<file path="config.mk">
export PLATFORM = sky130hd
export DESIGN_NAME = multdiv_sequencer
export DESIGN_NICKNAME = d
export VERILOG_FILES = /design/src/rtl/multdiv_sequencer.sv
export SDC_FILE = /design/constraint.sdc
export NUM_CORES = 1
export LEC_CHECK = 0
export CAP_MARGIN = 0
export CORE_MARGIN = 3
export CORE_UTILIZATION = 23
export CTS_CLUSTER_DIAMETER = 80
export DETAILED_ROUTE_END_ITERATION = 16
export PLACE_DENSITY = 0.57
export SYNTH_ARGS = -nofsm -noshare
export SYNTH_HDL_FRONTEND = slang
export SYNTH_SLANG_ARGS = --single-unit
</file>
<file path="constraint.sdc">
create_clock -name clock -period 2.49 [get_ports clock]
set_input_delay 0.6225 -clock clock [delete_from_list [all_inputs] [get_ports clock]]
set_output_delay 0.6225 -clock clock [all_outputs]
set_load 0.03 [all_outputs]
</file>
<file path="src/rtl/multdiv_sequencer.sv">
// Execute-stage sequencer for the multi-cycle mul/div unit: latches operands,
// issues the start pulse, stalls the front end and presents the result to X/M.
module multdiv_sequencer #(
    parameter int TIMEOUT = 40,
    parameter int CNT_W   = 6
) (
    input  logic        clock,
    input  logic        reset,
    input  logic [31:0] insn_x,
    input  logic [31:0] operandA,
    input  logic [31:0] operandB,
    input  logic [31:0] md_result,
    input  logic        md_exception,
    input  logic        md_ready,
    output logic        ctrl_mult,
    output logic        ctrl_div,
    output logic [31:0] md_opA,
    output logic [31:0] md_opB,
    output logic        stall,
    output logic        bubble_xm,
    output logic        md_done,
    output logic [31:0] md_out,
    output logic        md_write_exception
);

    typedef enum logic [1:0] {
        S_IDLE = 2'd0,
        S_BUSY = 2'd1,
        S_DONE = 2'd2
    } state_t;

    localparam logic [CNT_W-1:0] CNT_LAST = CNT_W'(TIMEOUT - 1);

    state_t             state_q, state_d;
    logic [CNT_W-1:0]   cnt_q, cnt_d;
    logic [31:0]        opa_q, opa_d;
    logic [31:0]        opb_q, opb_d;
    logic [31:0]        res_q, res_d;
    logic               exc_q, exc_d;
    logic               div_q, div_d;
    logic               mult_pulse_q, mult_pulse_d;
    logic               div_pulse_q, div_pulse_d;

    logic is_md;
    logic is_div;
    logic unused_insn_bits;

    assign is_md  = (insn_x[31:27] == 5'b00000) &&
                    ((insn_x[6:2] == 5'b00110) || (insn_x[6:2] == 5'b00111));
    assign is_div = insn_x[2];
    assign unused_insn_bits = ^{insn_x[26:7], insn_x[1:0]};

    always_ff @(posedge clock) begin
        if (reset) begin
            state_q      <= S_IDLE;
            cnt_q        <= '0;
            opa_q        <= '0;
            opb_q        <= '0;
            res_q        <= '0;
            exc_q        <= 1'b0;
            div_q        <= 1'b0;
            mult_pulse_q <= 1'b0;
            div_pulse_q  <= 1'b0;
        end else begin
            state_q      <= state_d;
            cnt_q        <= cnt_d;
            opa_q        <= opa_d;
            opb_q        <= opb_d;
            res_q        <= res_d;
            exc_q        <= exc_d;
            div_q        <= div_d;
            mult_pulse_q <= mult_pulse_d;
            div_pulse_q  <= div_pulse_d;
        end
    end

    always_comb begin
        state_d      = state_q;
        cnt_d        = cnt_q;
        opa_d        = opa_q;
        opb_d        = opb_q;
        res_d        = res_q;
        exc_d        = exc_q;
        div_d        = div_q;
        mult_pulse_d = 1'b0;
        div_pulse_d  = 1'b0;

        case (state_q)
            S_IDLE: begin
                if (is_md) begin
                    opa_d        = operandA;
                    opb_d        = operandB;
                    div_d        = is_div;
                    cnt_d        = '0;
                    mult_pulse_d = ~is_div;
                    div_pulse_d  = is_div;
                    state_d      = S_BUSY;
                end
            end
            S_BUSY: begin
                // A real completion beats the timeout when both land together.
                if (md_ready) begin
                    res_d   = md_result;
                    exc_d   = md_exception;
                    state_d = S_DONE;
                end else if (cnt_q == CNT_LAST) begin
                    res_d   = '0;
                    exc_d   = 1'b1;
                    state_d = S_DONE;
                end else begin
                    cnt_d = cnt_q + 1'b1;
                end
            end
            S_DONE: begin
                state_d = S_IDLE;
            end
            default: begin
                state_d = S_IDLE;
            end
        endcase
    end

    assign ctrl_mult = mult_pulse_q;
    assign ctrl_div  = div_pulse_q;
    assign md_opA    = opa_q;
    assign md_opB    = opb_q;

    assign stall     = ~reset & (((state_q == S_IDLE) & is_md) | (state_q == S_BUSY));
    assign bubble_xm = stall;

    assign md_done            = (state_q == S_DONE);
    assign md_write_exception = md_done & exc_q;

    always_comb begin
        md_out = '0;
        if (md_done) begin
            if (exc_q) md_out = div_q ? 32'd5 : 32'd4;
            else       md_out = res_q;
        end
    end

endmodule

</file>
== Word-level counts from Yosys, hierarchy flattened ==
Cells that the tools add are included.

* Register bits after elaboration: 108
* Bits in latches: 0
* Bits in writable memories: 0
* Memory bits (read-only): 0
* Input bits: 132
* Output and inout port bits: 102
* Word-level logic and storage cells: 53
* Memories kept: 0

* Add/subtract/negate cells: 1
* Multipliers: 0
* Divide/modulo/power cells: 0
* Order comparisons: 0
* Equal/unequal tests: 9
* Shift-type cells: 0
* Muxes and demuxes: 15
* Bitwise gates (word level): 8
* Reduce and logical (&&, ||, !) cells: 11

{| class="wikitable"
|+ Operators by type and width
! kind !! number
|-
| 2-to-1 mux 32 bit || 4
|-
| 2-to-1 mux 6 bit || 3
|-
| one-hot mux 6 bit (2 select lines) || 1
|-
| == test 5 x 3 -> 1 bit (second input constant) || 2
|-
| adder 6 x 1 -> 6 bit (second input constant) || 1
|-
| == test 6 bit (second input constant) || 1
|-
| 2-to-1 mux 2 bit || 3
|-
| inequality test 2 bit (second input constant) || 3
|-
| AND reduction 2 bit || 3
|-
| zero test 5 bit || 1
|-
| inverter 1 bit || 4
|-
| one-hot mux 2 bit (2 select lines) || 1
|-
| AND reduction 4 bit || 1
|-
| nonzero test 2 bit || 2
|-
| bitwise AND 1 bit || 3
|-
| 2-to-1 mux 1 bit || 3
|-
| inequality test 3 bit (second input constant) || 1
|-
| OR reduction 3 bit || 1
|-
| == test 2 x 1 -> 1 bit (second input constant) || 1
|-
| == test 2 bit (second input constant) || 1
|-
| zero test 2 bit || 1
|-
| logical AND 1 bit || 1
|-
| logical OR 1 bit || 1
|-
| OR 1 bit || 1
|}

== Logic depth before layout (Yosys ltp) ==
Gate-level depths: netlist of the first run.

* Depth after elaboration: 6
* Mapped depth: 7
* Mapped depth without buffers: 5

== Worst setup path before layout of the first run ==
OpenSTA, ideal clock, no wires.

* Kind: input port to output port
* From: input port insn_x[27]
* To: output port stall
* Arrival: 2.175 ns
* Data required time: 1.867 ns
* Path slack: -0.308 ns
* Stages on the path: 7
* Path buffers: 3
* Cell sequence: nor4_1 -> and4_1 -> buf_2 -> buf_2 -> nor2_1 -> nor2_1 -> buf_4

* Word-level cells in the longest chain between the ends: 5

{| class="wikitable"
|+ Ends and longest elaborated chain
! item !! line !! RTL
|-
| from (decl) || 9 || <nowiki>input logic [31:0] insn_x,</nowiki>
|-
| zero test 5 bit || 48 || <nowiki>assign is_md = (insn_x[31:27] == 5'b00000) &&</nowiki>
|-
| logical AND 1 bit || 48 ||
|-
| bitwise AND 1 bit || 128 || <nowiki>assign stall = ~reset & (((state_q == S_IDLE) & is_md) | (state_q == S_BUSY));</nowiki>
|-
| OR 1 bit || 128 ||
|-
| bitwise AND 1 bit || 128 ||
|-
| to (decl) || 19 || <nowiki>output logic stall,</nowiki>
|}

No other way between the ends.

== Worst setup path after layout of the first run ==
* From: input port insn_x[3]
* To: output port stall

* Word-level cells in the longest chain between the ends: 6
* Elaborated cells on any way between the ends: 7
* Those cells by class: eq/ne (2); bitwise (3); reduce/logical (2)

{| class="wikitable"
|+ Ends and longest elaborated chain
! item !! line !! RTL
|-
| == test 5 x 3 -> 1 bit || 49 || <nowiki>((insn_x[6:2] == 5'b00110) || (insn_x[6:2] == 5'b00111));</nowiki>
|-
| logical OR 1 bit (*) || 49 ||
|-
| logical AND 1 bit (*) || 48 ||
|-
| bitwise AND 1 bit (*) || 128 ||
|-
| OR 1 bit (*) || 128 ||
|-
| bitwise AND 1 bit (*) || 128 ||
|}

Mark *: on every way between the ends. The rest lies on a longest branch, timed or not.

==> run summary, run 1 <==
status -> finished clean
GPL Wtd Cong -> 0.743
CP delay by family, top -> buffers and inverters
share of cells above drive strength 1 -> 10.2%
switching power total -> 726 uW
Die Ht -> 137 um
Final Hold Viols -> 0
# setup viols final -> 0
Syn. warnings -> 0
global-route wire length before repair -> 19400 um
clk_lat worst skew -> 350 ps
relative slew slack -> 57.8%
syn_area_per_cell -> 8.73 um^2
GRT Overall Usage -> 13.1%
CP peak stage delay -> 460 ps
Worst-path clk slew -> 70 ps
Syn Nets -> 587
Cell Chain, Critical Path -> clkdlybuf4s50_1, nor2b_4, and4_4, nor2_2, nor2_4, buf_6
wire per inst -> 14.3 um
routed vias -> 3816
drt pass-1 iters -> 4
critical path data arrival time -> 1800 ps
# diodes -> 0
ANT nets after route -> 0
Vias/cell -> 4.35
P_int -> 2650 uW
P per Cell Area -> 517 nW/um^2
drt drc -> 0
Port Buffers -> 211
worst hold path class -> reg -> reg
Max FO, Critical Path -> 2
Sw Share -> 21.5%
clock share of power -> 42.1%
Least-Margin Pin Slew -> 634 ps
initial antenna violation count -> 0
worst hold slack -> 452 ps
synthesis-to-finish area growth -> 64.9%
critical path required time -> 1870 ps
Cell Area, Synth -> 3960 um^2
Cells after Synth -> 454
largest net degree at the start of global routing -> 58
CTS tree -> built
row cnt -> 47
Crit-path slowest cell -> clkdlybuf4s50_1
Initial DRC Count -> 110
Ports -> 234
Core ar. -> 16700 um^2
Root Driver -> clkbuf_16
H-tree lvl count -> 3
deepest clock path buffer count -> 2
Util after Layout -> 39.1%
post-synthesis cell type count -> 32
RSZ-0062 raised after global routing -> false
final WL -> 12600 um
die area -> 18800 um^2
number of max-slew violations in the final report -> 0
Seq/Total Area, Yosys -> 54.6%
commonest non-fill, non-tap cells in the layout -> clkdlybuf4s50_1 (169), nand2_1 (132), dfxtp_1 (108), a21oi_1 (70), buf_4 (38)
leakage dissipation -> 0.00238 uW
commonest non-fill, non-tap cell in the layout -> clkdlybuf4s50_1
Max Freq -> 0.413 GHz
number of global-route vias before repair -> 3849
clk_skew -> 6.30 ps
sequential power share -> 51.1%
Initial Utilization -> 23.7%
critical path capture point type -> output port
Startpoint Class -> input port
Comb pwr share -> 6.8%
post-CTS setup buffers -> 0
period utilization -> 97.3%
CTS Buf Count -> 9
total negative slack -> 0 ps
FF+latch count, synth -> 108
Setup CP Type -> in -> out
FILL cells -> 1703
Hold Buf Count CTS -> 0
worst ir drop on vdd -> 332 uV
global route overflow -> 0
nets@finish -> 786
CTS Sinks -> 108
max-capacitance violation count -> 0
post-DP HPWL -> 9120 um
clock period minus final worst setup slack -> 2420 ps
WP buf/inv -> 2
Die Wd -> 137 um
==> registers in the layout, indices dropped and copies added (netlist names) <==
signal and flops:
cnt_q 6, md_opB 32, exc_q 1, ctrl_mult 1
md_opA 32, ctrl_div 1, res_q 32, state_q 2
div_q 1
==> stage by stage <==
step	worst slack [ps]	area [um^2]	instances	total power, uW
final	67.7	6530	878	3380
after global routing	2.19	6530	878	3540
after CTS	35.7	6510	878	3450
after detailed placement	-220	6200	862	2000
after global placement	-239	6200	862	2000
after floorplan	9.11	3980	454	1810
==> worst paths after layout <==
kind	from	to	slack [ps]	cells past startpoint
worst max-delay path	insn_x[3]	stall	70	6
worst min-delay path	md_opA[24]	md_opA[24]	450	2
worst max register to register	state_q[1]	md_opA[27]	600	6
worst min register to register	md_opA[24]	md_opA[24]	450	2
==> layout make-up <==
type                       instances  area, um^2  share of cell area [%]
clock inverter                     4        30.0                   0.460
tap                              220         275                    4.21
timing repair buffer             221        2130                    32.6
multi-input combinational        310        1660                    25.4
inverter                           3        11.3                   0.172
sequential                       108        2160                    33.1
clock buffer                      12         267                    4.08
==> synth_stat cells <==
cell / count / area, um^2
and2b_1: 1 / 7.51
nor2_1: 10 / 37.5
o21ai_0: 2 / 10.0
and2_1: 31 / 194
inv_1: 3 / 11.3
nor3b_1: 2 / 15.0
o2bb2ai_1: 3 / 26.3
nor4b_1: 1 / 8.76
o21ai_1: 1 / 5.00
o21a_1: 1 / 7.51
a21oi_1: 71 / 355
nand3_1: 3 / 15.0
buf_6: 4 / 45.0
or4b_1: 1 / 10.0
nor4_2: 1 / 12.5
dfxtp_1: 108 / 2160
nand4b_1: 2 / 17.5
buf_2: 10 / 50.1
nor3_1: 3 / 15.0
a22o_1: 32 / 280
ha_1: 1 / 12.5
nor2b_1: 2 / 12.5
mux2i_1: 3 / 30.0
nand4_1: 1 / 6.26
nor4_1: 1 / 6.26
nand2b_1: 2 / 12.5
o31ai_1: 1 / 7.51
a311oi_1: 1 / 8.76
clkbuf_1: 18 / 67.6
nand2_1: 132 / 495
buf_4: 1 / 7.51
and4_1: 1 / 8.76
==> worst reg2reg max path, delay by kind of cell (launching register included) <==
kind	cells	cell delay [ps]
flops	1	370
simple gates	3	790
compound gates	1	120
buf+inv	2	550
==> kinds of logic after synthesis <==
| group | after synthesis | share of synthesized area [%] |
|---|---|---|
| muxes | 3 | 0.758 |
| adders and majority gates | 1 | 0.316 |
| AOI/OAI and AO/OA | 112 | 17.7 |
| and+or+nand+nor | 194 | 22.1 |
| DFF | 108 | 54.6 |
| buffers and inverters | 36 | 4.58 |
==> metal layers <==
| layer | routed length [um] | GRT usage, % |
|---|---|---|
| met5 | 0 | 0 |
| met4 | 86 | 3.05 |
| met3 | 1250 | 6.28 |
| met2 | 5960 | 22.0 |
| met1 | 5270 | 15.3 |
==> timing repair <==
action,CTS,global route
resized for setup,12,7
pin swaps,4,4
endpoints found under the setup margin,2,5
endpoints found under the hold margin,0,0
==> power groups by stage <==
| stage | Combinational (uW) | Sequential, uW | Clock, uW |
|---|---|---|---|
| after floorplan | 35.0 | 1770 | 0 |
| after global placement | 228 | 1770 | 0 |
| after detailed placement | 229 | 1770 | 0 |
| after CTS | 231 | 1730 | 1490 |
| after global routing | 245 | 1730 | 1570 |
| final | 229 | 1730 | 1420 |
Note: power is estimated with default switching activity, not from simulation.
==> run 2, diff against run 1 <==
--- a/config.mk
+++ b/config.mk
@@ -11,6 +11,7 @@
 export CTS_CLUSTER_DIAMETER = 80
 export DETAILED_ROUTE_END_ITERATION = 16
 export PLACE_DENSITY = 0.57
+export SLEW_MARGIN = 20
 export SYNTH_ARGS = -nofsm -noshare
 export SYNTH_HDL_FRONTEND = slang
 export SYNTH_SLANG_ARGS = --single-unit
==> results of run 2 <==
No change in the layout: final DEF, timing and power equal those of run 1.
